==> src/rtl/ysyx_25030093_wb_arbiter.sv <==
// ysyx_25030093_wb_arbiter: round-robin EXU/LSU arbiter for the register-file write port,
// with a pending-write scoreboard that lets decode stall on rs1 hazards.
module ysyx_25030093_wb_arbiter #(
    parameter int ADDR_WIDTH = 5,
    parameter int DATA_WIDTH = 32
) (
    input  logic                  clk,
    input  logic                  rst_n,
    input  logic                  exu_valid,
    output logic                  exu_ready,
    input  logic [ADDR_WIDTH-1:0] exu_rd,
    input  logic [DATA_WIDTH-1:0] exu_data,
    input  logic                  lsu_valid,
    output logic                  lsu_ready,
    input  logic [ADDR_WIDTH-1:0] lsu_rd,
    input  logic [DATA_WIDTH-1:0] lsu_data,
    output logic                  rf_wen,
    output logic [ADDR_WIDTH-1:0] rf_waddr,
    output logic [DATA_WIDTH-1:0] rf_wdata,
    input  logic                  issue_valid,
    input  logic [ADDR_WIDTH-1:0] issue_rd,
    input  logic [ADDR_WIDTH-1:0] rs1_addr,
    output logic                  rs1_busy,
    output logic                  idle
);
    localparam int REGS = 2 ** ADDR_WIDTH;

    logic                  prio_lsu;
    logic [REGS-1:0]       busy;
    logic [REGS-1:0]       busy_next;
    logic                  xfer;
    logic [ADDR_WIDTH-1:0] sel_rd;
    logic [DATA_WIDTH-1:0] sel_data;

    // prio_lsu is set after an EXU grant, so a lone contender always wins and ties alternate
    assign exu_ready = exu_valid && (!lsu_valid || !prio_lsu);
    assign lsu_ready = lsu_valid && (!exu_valid || prio_lsu);
    assign xfer      = exu_ready || lsu_ready;
    assign sel_rd    = lsu_ready ? lsu_rd : exu_rd;
    assign sel_data  = lsu_ready ? lsu_data : exu_data;

    // Clear first so a same-cycle issue to the retiring register stays pending
    always_comb begin
        busy_next = busy;
        if (rf_wen) busy_next[rf_waddr] = 1'b0;
        if (issue_valid) busy_next[issue_rd] = 1'b1;
        busy_next[0] = 1'b0;
    end

    always_ff @(posedge clk or negedge rst_n) begin
        if (!rst_n) begin
            prio_lsu <= 1'b0;
            busy     <= '0;
            rf_wen   <= 1'b0;
            rf_waddr <= '0;
            rf_wdata <= '0;
        end else begin
            busy   <= busy_next;
            rf_wen <= xfer && sel_rd != '0;
            if (xfer) begin
                prio_lsu <= exu_ready;
                rf_waddr <= sel_rd;
                rf_wdata <= sel_data;
            end
        end
    end

    assign rs1_busy = busy[rs1_addr];
    assign idle     = busy == '0 && !rf_wen;
endmodule

==> config.mk <==
export PLATFORM = sky130hd
export DESIGN_NAME = ysyx_25030093_wb_arbiter
export DESIGN_NICKNAME = d
export VERILOG_FILES = /design/src/rtl/ysyx_25030093_wb_arbiter.sv
export SDC_FILE = /design/constraint.sdc
export NUM_CORES = 1
export LEC_CHECK = 0
export CAP_MARGIN = 40
export CORE_MARGIN = 2
export CORE_UTILIZATION = 30
export CTS_CLUSTER_SIZE = 14
export DETAILED_ROUTE_END_ITERATION = 6
export PLACE_DENSITY = 0.63
export SETUP_SLACK_MARGIN = 0.4
export SLEW_MARGIN = 20
export SYNTH_ARGS = -nofsm -noshare
export SYNTH_HDL_FRONTEND = slang
export SYNTH_SLANG_ARGS = --single-unit
==> constraint.sdc <==
create_clock -name clk -period 2.3 [get_ports clk]
set_input_delay 0.345 -clock clk [delete_from_list [all_inputs] [get_ports clk]]
set_output_delay 0.345 -clock clk [all_outputs]
set_load 0.02 [all_outputs]
==> results.json, run 1 <==
{
  "num-nets-final": 641,
  "dpl.cell_count": 679,
  "utilization_pct": 46.51,
  "post_synth_main_area_contributors": "dfrtp_1, o21ai_0, a31oi_1",
  "delay_contributed_by_the_slowest_stage_of_the_critical_path_ns": 0.47,
  "max-vdd-ir-drop_mv": 0.3838,
  "die_height_um": 115.0,
  "grt_start_max_net_pins": 97,
  "drt_first_iter_violations": 240,
  "grt_util_all_layers_pct": 18.41,
  "synth_top_cells_by_count": "dfrtp_1, o21ai_0, nor2_1, inv_1, a21oi_1",
  "finalClockSkew_ns": 0.006081,
  "clkTransAtPathRegs_ns": 0.06,
  "synth_cell_type_count": 32,
  "gpl.final_weighted_congestion": 0.9332,
  "start_util_pct": 30.79,
  "detailed_place_hpwl_mm": 8.330,
  "cts_tree": "built",
  "design.core.area_mm2": 0.01201,
  "rsz0062_at_grt": "true",
  "crit_start": "busy[7]",
  "finalSetupViolCount": 0,
  "hold_ws_ns": 0.05262,
  "final.period_utilization_pct": 89.41,
  "vias_post_dr": 3869,
  "count_of_clock_tree_sinks": 70,
  "power.static_leakage_nw": 2.252,
  "clock_latency_late_sink_ns": 0.33,
  "die_w_um": 115.0,
  "p_per_area_mw_per_mm2": 857.0,
  "remaining_routing_drc_violations": 0,
  "final_layout_size_suffix_gt1_share_pct": 12.03,
  "worst_slew_margin_rel_pct": 68.77,
  "max-clock-path-buffers": 2,
  "crit_required_ns": 1.96,
  "synth_top_cell_by_area": "dfrtp_1",
  "ctsRootBufferMaster": "clkbuf_16",
  "worstSetupEndpointType": "primary output",
  "die_outline_area_mm2": 0.01323,
  "path_max_fanout": 3,
  "max_clock_freq_mhz": 486.3,
  "synthesis.area_mm2": 0.003699,
  "first_global_vias": 3843,
  "synth-async-reset-ratio_pct": 100.0,
  "cts.htree.levels": 3,
  "edff_count_synth": 0,
  "run_status": "finished clean",
  "period_needed_ns": 2.056,
  "cts-hold-fix-buffers": 0,
  "cts_buffers": 9,
  "antenna_violating_nets_post_route": 0,
  "drtPass1Iterations": 5,
  "wp_data_arrival_ns": 1.71,
  "post-synth-top-count-cell": "dfrtp_1",
  "placement_rows": 40,
  "max_slew.worst_pin.slew_ns": 0.4684,
  "post_synth.cell_area_avg_um2": 8.806,
  "viasPerCell": 5.496,
  "postSynthCellCount": 420,
  "timing.final.hold_violations": 0,
  "final_cell_count_no_fill": 704,
  "syn_warnings": 0,
  "synth_seq_area_share_pct": 47.36,
  "synth_nets": 509,
  "insertedDiodeCount": 0,
  "cap_violations": 0,
  "crit-reg2reg-launch": "rf_waddr[0]",
  "hp-class": "in2async",
  "worst_path_max_delay_cell": "mux4_2",
  "io_pins": 131,
  "power.total_mw": 4.788,
  "routedWlPerCell_um": 17.07,
  "io_buffers": 130,
  "grt_remaining_overflow": 0,
  "drt-total-wl_mm": 12.02,
  "number_of_antenna_violations_at_the_first_check_in_global_routing": 0,
  "slew_viols_final": 0,
  "synth_top_area_share_pct": 47.36,
  "startpoint_type": "flip-flop",
  "flops_latches_synth": 70,
  "setup.worst_path.class": "reg2out",
  "grt_pass1_wl_mm": 19.11,
  "timing.critical_path.cells": "mux4_2 -> nand2b_4 -> o211ai_1 -> nand4_1 -> buf_4",
  "synthFlopType": "dfrtp_1",
  "synthToLayoutAreaGrowth_pct": 51.05
}
[metal layers]
layer / track usage, % / wire (µm)
met1: 22.06 / 4946
met2: 29.33 / 5578
met3: 7.907 / 1315
met4: 7.229 / 174
met5: 0 / 0
[worst max-delay path: cells and delay by family (launching register included)]
kind | cells | cell delay, ns
AOI/OAI and AO/OA | 1 | 0.09
buffers and inverters | 1 | 0.17
muxes | 1 | 0.47
DFF | 1 | 0.40
and+or+nand+nor | 2 | 0.27
[per-stage QoR]
step	worst slack [ns]	setup TNS (ns)	cell area, µm²
after floorplan	0.4737	0	3699
after global placement	-0.4188	-0.4188	5144
after detailed placement	-0.4454	-0.4454	5144
after CTS	0.1330	0	5465
after global routing	0.1799	0	5587
final	0.2435	0	5587
[power breakdown]
part,internal [mW],switching [mW]
clock,0.874,0.551
combinational,0.729,0.683
sequential,1.60,0.354
total,3.20,1.59
[cell families (layout without fill, tap and decap cells)]
| kind of cell | Yosys count | in the layout | synth area share, % |
|---|---|---|---|
| and+or+nand+nor | 94 | 94 | 12.82 |
| muxes | 17 | 17 | 5.615 |
| buffers and inverters | 65 | 202 | 7.037 |
| AOI/OAI and AO/OA | 174 | 174 | 27.16 |
| DFF | 70 | 70 | 47.36 |
[cell usage in the layout (no fill, tap or decap), drive strengths merged, types with 2 or more instances in the layout]
cell	count
a21oi	35
nand2b	2
a21boi	2
nor2	40
nor3	2
clkdlybuf4s50	122
clkbuf	12
nor2b	2
mux4	3
nor4	8
or3	2
nand3	8
dfrtp	70
o221a	5
o22ai	32
nand4	3
a31oi	32
nand3b	10
nand2	11
o21ai	62
inv	37
a22oi	2
dlygate4sd2	2
clkinvlp	3
or3b	5
buf	24
mux2i	14
[state kept, by name (all words and copies together) (netlist names)]
name and count:
rf_wdata 32, prio_lsu 1, busy 31, rf_wen 1, rf_waddr 5
[final timing paths]
path | endpoint | slack (ns) | depth (start not counted)
min reg2reg | busy[5] | 0.55 | 2
min in group clk | rf_wen | 0.41 | 3
max in group asynchronous | rf_waddr[4] | 1.87 | 2
max | rs1_busy | 0.24 | 5
max reg2reg | busy[20] | 0.82 | 3
min | rf_wdata[4] | 0.05 | 2
[area by class of cell]
cell class,count,area (µm²)
sequential,70,1757
clock buffer,10,239.0
clock inverter,6,70.07
fill,1162,6425
tap,147,183.9
inverter,36,135.1
multi-input combinational,285,1745
timing repair buffer,150,1456
[repair_timing]
action                                  in CTS  in global routing
endpoints found under the setup margin       7                  3
setup buffers                                0                  8
resized for setup                           19                 14
endpoints found under the hold margin        0                  0
pin swaps                                    0                  3
(Power assumes the default switching activity.)
==> inputs of run 2 (changes only) <==
Settings changed: CTS_CLUSTER_DIAMETER set to 30.
==> results of run 2 <==
No change in the layout: final DEF, timing and power equal those of run 1.
==> inputs of run 3 (changes only) <==
Clock period 2.3 ns to 1.9 ns, I/O delays scaled along.
==> run 3 against run 2 <==
  * Clock power grew 40%
  * Largest power group unchanged
  * Global-route usage grew 0.73 points
  * The run now ends with setup timing left
  * Clock skew grew 0.0019 ns
  * Critical path type unchanged
  * Sequential power grew 17%
==> results.json, run 3 (synthesis results as in run 1) <==
{
  "largest_register_ff_count": 32,
  "vias_post_dr": 3862,
  "layout.cells.most_common": "clkdlybuf4s50_1",
  "num-nets-final": 655,
  "hp-class": "in2reg",
  "gpl.final_weighted_congestion": 0.8405,
  "failed_checks": "setup timing",
  "finish.instance_area_mm2": 0.005675,
  "die_height_um": 115.0,
  "intPower_mw": 4.186,
  "timing.final.hold_violations": 0,
  "power.static_leakage_nw": 2.388,
  "largest_register": "rf_wdata",
  "finalClockSkew_ns": 0.007967,
  "design.core.area_mm2": 0.01201,
  "setup.worst_path.class": "reg2out",
  "area_after_detailed_placement_mm2": 0.005330,
  "grt_pass1_wl_mm": 19.89,
  "first_global_vias": 4017,
  "clkTransAtPathRegs_ns": 0.06,
  "power_frac_comb_pct": 29.5,
  "crit_start": "busy[23]",
  "max-clock-path-buffers": 2,
  "p_per_area_mw_per_mm2": 1072,
  "timing.reg2reg.worst_path_depth": 4,
  "drt_first_iter_violations": 218,
  "final_layout_size_suffix_gt1_share_pct": 13.13,
  "count_of_clock_tree_sinks": 70,
  "drtPass1Iterations": 4,
  "routedWlPerCell_um": 17.03,
  "cap_violations": 0,
  "path_max_fanout": 3,
  "p_clk_share_pct": 32.9,
  "power.share.sequential_pct": 37.6,
  "detailed_place_hpwl_mm": 8.831,
  "layout_top_registers": "rf_wdata x32, busy x31, rf_waddr x5",
  "ctsRootBufferMaster": "clkbuf_16",
  "number_of_antenna_violations_at_the_first_check_in_global_routing": 0,
  "die_w_um": 115.0,
  "io_pins": 131,
  "startpoint_type": "flip-flop",
  "drt-total-wl_mm": 12.23,
  "crit_required_ns": 1.62,
  "final-seq-area_mm2": 0.001753,
  "power.switching_fraction_pct": 31.18,
  "crit-reg2reg-launch": "rf_waddr[3]",
  "layout_common_cells": "clkdlybuf4s50_1, dfrtp_1, o21ai_0",
  "utilization_pct": 47.25,
  "layout_setup_ws_ns": -0.07800,
  "synthToLayoutAreaGrowth_pct": 53.45,
  "viasPerCell": 5.379,
  "placement_rows": 40,
  "start_util_pct": 30.79,
  "io_buffers": 130,
  "final_cell_count_no_fill": 718,
  "rsz0062_at_grt": "true",
  "period_needed_ns": 1.978,
  "max-vdd-ir-drop_mv": 0.4855,
  "die_outline_area_mm2": 0.01323,
  "critical_path.endpoint": "rs1_busy",
  "worstSetupEndpointType": "primary output",
  "cts.htree.levels": 3,
  "finalSetupViolCount": 2,
  "antenna_violating_nets_post_route": 0,
  "power.net_switching_mw": 1.896,
  "filler_cell_count": 1157,
  "insertedDiodeCount": 0,
  "max_clock_freq_mhz": 505.6,
  "final.period_utilization_pct": 104.1,
  "grt_remaining_overflow": 0,
  "regToRegSetupSlack_ns": 0.53,
  "cts_tree": "built",
  "multi_input_area_mm2": 0.001729,
  "clock_latency_late_sink_ns": 0.33,
  "wp_data_arrival_ns": 1.69,
  "worst_slew_margin_rel_pct": 63.00,
  "slew_viols_final": 0,
  "max_slew.worst_pin.slew_ns": 0.5550,
  "hold_ws_ns": 0.4414,
  "grt_start_max_net_pins": 71,
  "cts_buffers": 9,
  "dpl.cell_count": 701,
  "remaining_routing_drc_violations": 0,
  "run_status": "finished with violations",
  "reg_to_reg_critical_path_endpoint": "busy[19]",
  "grt_util_all_layers_pct": 19.14
}
-- run 3: cell types whose count changed in the layout (fill, tap and decap cells not counted), moves of 3 or more --
cell	change
clkdlybuf4s50_1	-39
dfrtp_1	+3
dfrtp_2	-3
dlygate4sd2_1	+37
buf_4	+13
-- run 3: power groups by stage --
stage	combinational [mW]	clock, mW	sequential (mW)
CTS	1.79	2.04	2.28
detailed placement	1.85	0	2.30
floorplan	0.811	0	2.31
global placement	1.81	0	2.29
finish	1.79	2.00	2.29
global route	1.97	2.11	2.33
-- run 3: area by class of cell --
class                      count  area share [%]
multi-input combinational    285           30.47
sequential                    70           30.89
clock inverter                 5           1.852
timing repair buffer         164           26.72
clock buffer                  11           4.453
tap                          147           3.241
inverter                      36           2.381
-- run 3: worst min path at each step --
| stage | startpoint | endpoint | slack [ns] | depth (start not counted) |
|---|---|---|---|---|
| after global routing | lsu_valid | rf_wen | 0.47 | 4 |
| after global placement | rst_n | busy[4] | 0.36 | 2 |
| final | lsu_valid | rf_wen | 0.44 | 4 |
| after detailed placement | rst_n | busy[7] | 0.35 | 2 |
| after floorplan | rst_n | busy[10] | -0.01 | 0 |
| after CTS | lsu_valid | rf_wen | 0.43 | 4 |
-- run 3: stage by stage --
stage	setup TNS, ns	setup WS [ns]	total power [mW]
finish	-0.1380	-0.07800	6.082
CTS	-0.1561	-0.09738	6.111
global route	-0.2754	-0.1407	6.415
floorplan	0	0.2950	3.122
global placement	-0.8597	-0.6704	4.096
detailed placement	-0.8756	-0.6879	4.148
-- run 3: timing repair --
action	4_1_cts	5_1_grt
gates cloned	0	0
buffers inserted	0	0
setup endpoints to repair	42	13
pin swaps	2	1
gates resized for setup	60	9
hold endpoints to repair	6	0
hold buffers	1	0
-- run 3: layer usage --
metal	vias to the layer above	GRT usage [%]	part of all wire (%)
li1	1831	-	-
met1	1845	23.55	42
met2	165	30.24	45
met3	21	7.275	11
met4	0	8.032	2.0
met5	-	0	0
-- run 3: worst max-delay path, stage by stage, from the launching register on --
cell,delay (ns)
dfrtp_1,0.40
mux4_2,0.50
nand2b_4,0.16
o2111ai_2,0.05
nand4_1,0.11
buf_6,0.15
